File: config.mk
export PLATFORM = sky130hd
export DESIGN_NAME = conv3_window_ctrl
export DESIGN_NICKNAME = d
export VERILOG_FILES = /design/src/rtl/conv3_pkg.sv /design/src/rtl/conv3_line_buffer.sv /design/src/rtl/conv3_window_ctrl.sv
export SDC_FILE = /design/constraint.sdc
export NUM_CORES = 2
export LEC_CHECK = 0
export ABC_AREA = 0
export CAP_MARGIN = 20
export CORE_MARGIN = 1.5
export CORE_UTILIZATION = 55
export DETAILED_ROUTE_END_ITERATION = 8
export DONT_BUFFER_PORTS = 1
export GPL_ROUTABILITY_DRIVEN = 0
export PLACE_DENSITY = 0.7
export SYNTH_ARGS = -nofsm -noshare
export SYNTH_HDL_FRONTEND = slang
export SYNTH_SLANG_ARGS = --single-unit
File: constraint.sdc
create_clock -name clk -period 1.8 [get_ports clk]
set_clock_uncertainty 0.05 [all_clocks]
set_input_delay 0.18 -clock clk [delete_from_list [all_inputs] [get_ports clk]]
set_output_delay 0.18 -clock clk [all_outputs]
set_load 0.03 [all_outputs]
File: src/rtl/conv3_pkg.sv
// Shared constants, types and helpers for the layer-3 convolution window controller.
package conv3_pkg;

  localparam int unsigned DATA_W = 32;

  typedef logic [DATA_W-1:0] pix_t;
  typedef pix_t [2:0][2:0]   window_t;

  typedef enum logic [1:0] {
    IDLE   = 2'd0,
    STREAM = 2'd1,
    DRAIN  = 2'd2,
    DONE   = 2'd3
  } state_t;

  // Number of valid 3x3 windows in an unpadded plane.
  function automatic int unsigned total_windows(input int unsigned img_w, input int unsigned img_h);
    return (img_h - 2) * (img_w - 2);
  endfunction

endpackage

File: src/rtl/conv3_line_buffer.sv
// Circular delay line of DEPTH words, advanced once per enable; read-before-write at the shared pointer.
module conv3_line_buffer #(
  parameter int unsigned DEPTH  = 11,
  parameter int unsigned DATA_W = 32
) (
  input  logic              clk,
  input  logic              rst_n,
  input  logic              en_i,
  input  logic [DATA_W-1:0] wr_data_i,
  output logic [DATA_W-1:0] rd_data_c
);

  localparam int unsigned AW = (DEPTH > 1) ? $clog2(DEPTH) : 1;

  logic [DATA_W-1:0] mem_q [DEPTH];
  logic [AW-1:0]     ptr_q;

  assign rd_data_c = mem_q[ptr_q];

  always_ff @(posedge clk or negedge rst_n) begin
    if (!rst_n) begin
      ptr_q <= '0;
      for (int i = 0; i < int'(DEPTH); i++) mem_q[i] <= '0;
    end else if (en_i) begin
      mem_q[ptr_q] <= wr_data_i;
      ptr_q        <= (ptr_q == AW'(DEPTH - 1)) ? '0 : ptr_q + AW'(1);
    end
  end

endmodule

File: src/rtl/conv3_window_ctrl.sv
// Streams a plane into 3x3 windows for conv3_calc and counts its output strobes to detect frame end.
module conv3_window_ctrl #(
  parameter int unsigned IMG_W  = 12,
  parameter int unsigned IMG_H  = 12,
  parameter int unsigned DATA_W = 32
) (
  input  logic                                         clk,
  input  logic                                         rst_n,
  input  logic                                         start,
  input  logic [DATA_W-1:0]                            pix_in,
  input  logic                                         pix_valid,
  output logic                                         pix_ready,
  output logic [2:0][2:0][DATA_W-1:0]                  win_out,
  output logic                                         win_valid,
  input  logic                                         conv_valid,
  output logic                                         busy,
  output logic                                         frame_done,
  output logic [$clog2((IMG_H-2)*(IMG_W-2)+1)-1:0]     out_cnt
);

  import conv3_pkg::*;

  localparam int unsigned TOTAL = total_windows(IMG_W, IMG_H);
  localparam int unsigned ROW_W = $clog2(IMG_H);
  localparam int unsigned COL_W = $clog2(IMG_W);
  localparam int unsigned CNT_W = $clog2(TOTAL + 1);

  typedef logic [2:0][2:0][DATA_W-1:0] win_t;

  state_t            state_q, state_d;
  logic [ROW_W-1:0]  row_q, row_d;
  logic [COL_W-1:0]  col_q, col_d;
  logic [CNT_W-1:0]  cnt_q, cnt_d;
  win_t              win_q, win_d;
  logic              win_valid_q, win_valid_d;
  logic              pix_ready_q, busy_q, frame_done_q;
  logic              accept_c, last_pix_c, cnt_inc_c;
  logic [DATA_W-1:0] lb1_rd_c, lb2_rd_c;

  assign accept_c   = pix_valid && pix_ready_q;
  assign last_pix_c = (row_q == ROW_W'(IMG_H - 1)) && (col_q == COL_W'(IMG_W - 1));
  assign cnt_inc_c  = conv_valid && ((state_q == STREAM) || (state_q == DRAIN));

  // The window's right-column registers supply the extra tap, so each row delay is IMG_W-1 deep.
  conv3_line_buffer #(.DEPTH(IMG_W - 1), .DATA_W(DATA_W)) u_lb1 (
    .clk       (clk),
    .rst_n     (rst_n),
    .en_i      (accept_c),
    .wr_data_i (win_q[2][2]),
    .rd_data_c (lb1_rd_c)
  );

  conv3_line_buffer #(.DEPTH(IMG_W - 1), .DATA_W(DATA_W)) u_lb2 (
    .clk       (clk),
    .rst_n     (rst_n),
    .en_i      (accept_c),
    .wr_data_i (win_q[1][2]),
    .rd_data_c (lb2_rd_c)
  );

  always_comb begin
    state_d     = state_q;
    row_d       = row_q;
    col_d       = col_q;
    win_d       = win_q;
    win_valid_d = 1'b0;
    cnt_d       = cnt_inc_c ? cnt_q + CNT_W'(1) : cnt_q;

    if (accept_c) begin
      for (int i = 0; i < 3; i++) begin
        win_d[i][0] = win_q[i][1];
        win_d[i][1] = win_q[i][2];
      end
      win_d[0][2] = lb2_rd_c;
      win_d[1][2] = lb1_rd_c;
      win_d[2][2] = pix_in;
      win_valid_d = (row_q >= ROW_W'(2)) && (col_q >= COL_W'(2));
      if (col_q == COL_W'(IMG_W - 1)) begin
        col_d = '0;
        row_d = row_q + ROW_W'(1);
      end else begin
        col_d = col_q + COL_W'(1);
      end
    end

    case (state_q)
      IDLE: if (start) begin
        state_d = STREAM;
        row_d   = '0;
        col_d   = '0;
        cnt_d   = '0;
      end
      STREAM:  if (accept_c && last_pix_c) state_d = DRAIN;
      DRAIN:   if (cnt_d == CNT_W'(TOTAL)) state_d = DONE;
      DONE:    state_d = IDLE;
      default: state_d = IDLE;
    endcase
  end

  always_ff @(posedge clk or negedge rst_n) begin
    if (!rst_n) begin
      state_q      <= IDLE;
      row_q        <= '0;
      col_q        <= '0;
      cnt_q        <= '0;
      win_q        <= '0;
      win_valid_q  <= 1'b0;
      pix_ready_q  <= 1'b0;
      busy_q       <= 1'b0;
      frame_done_q <= 1'b0;
    end else begin
      state_q      <= state_d;
      row_q        <= row_d;
      col_q        <= col_d;
      cnt_q        <= cnt_d;
      win_q        <= win_d;
      win_valid_q  <= win_valid_d;
      pix_ready_q  <= (state_d == STREAM);
      busy_q       <= (state_d != IDLE);
      frame_done_q <= (state_d == DONE);
    end
  end

  assign pix_ready  = pix_ready_q;
  assign win_out    = win_q;
  assign win_valid  = win_valid_q;
  assign busy       = busy_q;
  assign frame_done = frame_done_q;
  assign out_cnt    = cnt_q;

endmodule

# == Yosys cells after proc, flatten, opt, wreduce, memory -nomap -nowiden ==
# Index checks and enable logic that the tools add are counted.
# word_totals
register_bits,1021
out_inout_bits,299
word_cells,104
# op_classes
add_sub_neg,5
n_lt_le_gt_ge,6
n_eq_ne,10
mux,30
bitwise,2
reduce_logical,10
# ops
operator,n
$bwmux 352,2
$bmux 32 s4,2
$demux 32 s4,2
$mux 32,6
$mux 4,10
$mux 7,3
$add 4x1->4 const B,4
$eq 4x4->1 const B,4
$ge 5x5->1 const B,2
$lt 5x1->1 const B,2
$not 4->5,2
$ge 4x2->1 const B,2
$pmux 2 s4,1
$add 7x1->7 const B,1
$eq 7x7->1 const B,1
$logic_and 1x1->1,7
$eq 2x2->1 const B,3
$mux 2,3
$eq 2x1->1 const B,2
$logic_not 2->1,1
$reduce_bool 2->1,1
$logic_or 1x1->1,1
$mux 1,1

# == Depth between registers and ports, before layout ==
# logic_depth
word_depth,8
depth_mapped,8

# == By module ==
# Synthesis repeated with hierarchy kept, for this count alone.
# hier_totals
cells_unflattened,2890
area_unflattened_um2,44463.9
# by_module_without_submodules
mod,instances,cells_per_inst,area_each_um2,seq_area_each_um2
conv3_line_buffer,2,1079,16334.4,8908.5
conv3_window_ctrl,1,732,11795.1,7732.4

# == Least setup slack after synthesis ==
# Ideal clock, no wire load.
# synth_path
path_kind,register to register
start,"register pix_ready_q, in the netlist pix_ready"
end,register u_lb2.mem_q[193] in the netlist's numbering
t_arrival_ns,1.864
path_slack_ns,-0.239
path_stages_with_launch,6
path_buffers,1
cell_sequence,dfrtp_1 -> nand2_2 -> or3_1 -> nor3_2 -> buf_4 -> mux2_2
# synth_via
elab_chain_cells,1
# synth_rtl
item,line_no,source
from (decl),conv3_window_ctrl.sv:36,"logic pix_ready_q, busy_q, frame_done_q;"
from (signal assigned),conv3_window_ctrl.sv:118,pix_ready_q <= (state_d == STREAM);
$logic_and 1x1->1,conv3_window_ctrl.sv:40,assign accept_c = pix_valid && pix_ready_q;
"to (signal, indexed assignment)",conv3_line_buffer.sv:25,mem_q[ptr_q] <= wr_data_i;
to (decl),conv3_line_buffer.sv:15,logic [DATA_W-1:0] mem_q [DEPTH];
# No other way between the ends.
# A chain may end at the register's enable or synchronous reset.

# == Worst setup path in the final report ==
# layout_path
start,register u_lb2.ptr_q[0]
end,register u_lb2.mem_q[73] in the netlist's numbering
# layout_via
elab_chain_cells,6
elab_cells_between_ends,7
cone_classes,order compare: 2; mux: 3; bitwise: 1; reduce/logical: 1
# layout_rtl
item,line_no,source
from (decl),conv3_line_buffer.sv:16,logic [AW-1:0] ptr_q;
from (signal assigned),conv3_line_buffer.sv:26,ptr_q <= (ptr_q == AW'(DEPTH - 1)) ? '0 : ptr_q + AW'(1);
$not 4->5 (not written as such) (*),conv3_line_buffer.sv:25,
$ge 5x5->1 (not written as such) / $lt 5x1->1 (equally long branches),conv3_line_buffer.sv:25,
$logic_and 1x1->1 (not written as such),conv3_line_buffer.sv:25,
$mux 32 (not written as such),conv3_line_buffer.sv:25,
$demux 32 s4 (*),conv3_line_buffer.sv:25,
$bwmux 352 (*),conv3_line_buffer.sv:25,
# Mark *: on every way between the ends. The rest lies on a longest branch, timed or not.

==> flow_metrics.py <==
metrics = {
    "synthesis": {
        "ys_top_cells_by_area": "dfrtp_1, mux2_2, mux4_2",
        "async_reset_ff_share_pct": 100,
        "synth_top_cell_area_share_pct": 57.5,
        "syn_inst": 3384,
        "synth_ff_type": "dfrtp_1",
        "ys_seq_elements": 1021,
        "ys_seq_area_share_pct": 57.5,
        "yosysWarningCount": 0,
        "ys_types": 54,
        "synth.largest_area_cell": "dfrtp_1",
        "synth-edff-count": 0,
        "syn_nets": 3430,
        "syn_area_mm2": 0.0444,
        "syn_avg_cell_area_um2": 13.1,
    },
    "placement": {
        "hpwl_mm": 64.6,
        "io_buffers": 0,
    },
    "global_route": {
        "antenna_found_initial": 2,
        "grt_usage_pct": 26.4,
        "grt_max_degree": 1022,
        "grt_pass1_wl_mm": 170,
        "grt-ovfl-total": 0,
        "first_global_vias": 29100,
    },
    "sta": {
        "fin_crit_ns": 2.08,
        "rsz0062_at_grt": "true",
        "max_freq_mhz": 481,
        "setup_viol": 835,
        "period_share_pct": 115,
        "setup_ws_ns": -0.277,
        "hold_slack_ns": -0.216,
        "worstMarginPinSlew_ns": 1.05,
        "finalSetupTns_ns": -105.59,
        "maxSlewViolCount": 0,
        "slew_headroom_pct": 30.1,
        "hold_viol": 343,
    },
    "clock_network": {
        "root_buffer": "clkbuf_16",
        "clk_latency_ns": 0.66,
        "path_clk_slew_ns": 0.06,
        "cts_tree": "yes",
        "cts_inserted_buffers": 104,
        "clock_path_buffers": 3,
        "htreeDepth": 3,
        "clock-sinks": 1021,
    },
    "power": {
        "power.leakage_nw": 25.2,
        "power_frac_comb_pct": 29.4,
        "seq_power_share_pct": 46.9,
        "p_int_w": 0.0631,
        "finalPower_w": 0.0997,
        "p_per_area_mw_per_mm2": 1880,
        "ir_drop_v": 0.00128,
        "clkPwrFrac_pct": 23.7,
        "sw_frac_of_total_pct": 36.7,
        "switching_power_w": 0.0366,
    },
    "route": {
        "first_pass_iters": 7,
        "vias": 27700,
        "drt_iter0_drc": 1945,
        "routedWlPerCell_um": 23.9,
        "viasPerCell": 5.91,
        "drt-total-wl_mm": 112,
        "drc": 0,
        "final_antenna_net_count": 0,
    },
    "run_status": {
        "outcome": "complete, but fails checks",
        "failed_checks": "hold timing, setup timing",
    },
    "final_layout": {
        "num_antenna_cells": 0,
        "area_delta_synth_final_pct": 19.6,
        "fin_nets": 3576,
        "drive_gt1_share_pct": 38.5,
    },
    "die": {
        "coreArea_mm2": 0.0803,
        "start_util_pct": 55.3,
        "dieArea_mm2": 0.0825,
        "rows": 104,
        "io-pin-count": 336,
        "die_height_um": 287,
        "die_w_um": 287,
    },
    "hold_path": {
        "hold_class": "input pin to async pin",
    },
    "setup_path": {
        "path_class": "flop to flop",
        "worstPathMaxFanout": 8,
        "start_kind": "flop",
        "cp_data_arrival_time_ns": 2.57,
        "worstPathRequired_ns": 2.29,
        "crit_path_end_kind": "flop",
    },
    "run": {
        "cap_violations": 0,
    },
}
[synthesized netlist by cell type, drive strengths merged, types with 2 or more instances]
cell type / n
nand2: 721
buf: 139
nor2b: 4
nand3b: 2
and3: 5
a21o: 6
o21a: 29
inv: 9
dfrtp: 1021
o21ai: 67
nand4: 2
a31oi: 2
mux4: 128
nor3: 11
o211ai: 2
a2bb2oi: 32
clkbuf: 145
xor2: 6
ha: 9
nor4: 8
a21oi: 36
mux2i: 152
a211oi: 3
xnor2: 7
or4: 2
nor2: 29
or3: 3
mux2: 706
a22o: 3
nand2b: 38
o2bb2ai: 32
a32oi: 2
nand3: 11
and2: 3
[area by class of cell]
type / instances / area (um^2)
timing repair buffer: 324 / 4070
clock buffer: 145 / 3020
clock inverter: 53 / 812
inverter: 9 / 33.8
fill: 5499 / 27200
multi-input combinational: 2070 / 18300
sequential: 1021 / 25600
tap: 1060 / 1330
[logic make-up after synthesis]
| kind of cell | after synthesis | share of synthesized area, % |
|---|---|---|
| mux | 986 | 27.8 |
| simple gates | 843 | 7.69 |
| fa+ha+maj | 9 | 0.253 |
| buf+inv | 293 | 3.16 |
| xor+xnor | 13 | 0.256 |
| flops | 1021 | 57.5 |
| compound gates | 219 | 3.33 |
[registers in the layout, indices dropped and copies added (netlist names)]
name,count
u_lb1.mem_q,352
u_lb2.mem_q,352
win_out,288
out_cnt,7
col_q,4
row_q,4
u_lb1.ptr_q,4
u_lb2.ptr_q,4
state_q,2
busy,1
frame_done,1
pix_ready,1
win_valid,1
[path summary, 6_finish.rpt]
| path | slack (ns) | startpoint | cells past startpoint | to |
|---|---|---|---|---|
| setup reg to reg | -0.28 | u_lb2.ptr_q[0] | 5 | u_lb2.mem_q[73] |
| setup / recovery | -0.28 | u_lb2.ptr_q[0] | 5 | u_lb2.mem_q[73] |
| hold / removal | -0.22 | rst_n | 4 | u_lb2.mem_q[54] |
| min in group clk | 0.03 | pix_valid | 4 | win_out[128] |
| hold reg to reg | 0.43 | u_lb2.mem_q[113] | 1 | u_lb2.mem_q[113] |
| max in group asynchronous | 0.20 | rst_n | 6 | u_lb1.mem_q[306] |
[repair_timing]
action                                   CTS  global route
endpoints found under the hold margin   1069           370
cloned                                    11            20
hold buffers                              35             7
setup buffers                             24            29
gates resized for setup                  151           122
pin swaps                                 11            19
endpoints found under the setup margin   739          1522
[cell usage in the layout (no fill, tap or decap), types with 16 or more instances in the layout]
master / instances
mux2_4: 58
buf_6: 26
buf_4: 157
o21ai_1: 19
nand2b_1: 22
bufinv_16: 19
a2bb2oi_1: 27
clkbuf_16: 123
mux4_2: 128
nor2_1: 22
mux2_2: 623
o2bb2ai_1: 32
mux2i_1: 147
o21a_1: 29
clkbuf_8: 24
clkinv_2: 22
nand2_1: 715
o21ai_0: 33
a21oi_1: 25
buf_12: 65
mux2_1: 25
dfrtp_1: 1006
dlygate4sd3_1: 37
clkbuf_1: 16
[metrics by stage]
step	setup slack, ns	util [%]	instances	cell area, um^2
3_5_place_dp	-0.277	58.0	4363	46600
3_3_place_gp	-0.235	58.0	4363	46600
6_report	-0.277	66.2	4682	53100
5_1_grt	-0.298	66.2	4682	53100
2_1_floorplan	-0.0930	-	3384	44500
4_1_cts	-0.206	64.6	4629	51800
[worst max-delay path: stages, from the launching register on]
cell and delay, ns:
dfrtp_4 0.56, buf_8 0.17, nand2b_4 0.14, or4_4 0.52, buf_12 0.19, mux2_1 0.32
[per-layer routing]
metal / global-route usage (%) / vias up / wire length [um]
met3: 3.89 / 171 / 5840
met5: 0 / - / 0
met2: 43.9 / 759 / 55100
met1: 35.9 / 14600 / 48000
li1: - / 12100 / -
met4: 8.79 / 0 / 3000
[power groups by stage]
stage | combinational (W) | sequential [W] | clock, W
after floorplan | 0.0205 | 0.0422 | 0
final | 0.0293 | 0.0468 | 0.0236
after global routing | 0.0316 | 0.0480 | 0.0250
after CTS | 0.0269 | 0.0465 | 0.0240
after detailed placement | 0.0256 | 0.0468 | 0
after global placement | 0.0246 | 0.0460 | 0
No activity file was read; power rests on OpenSTA's default activity.
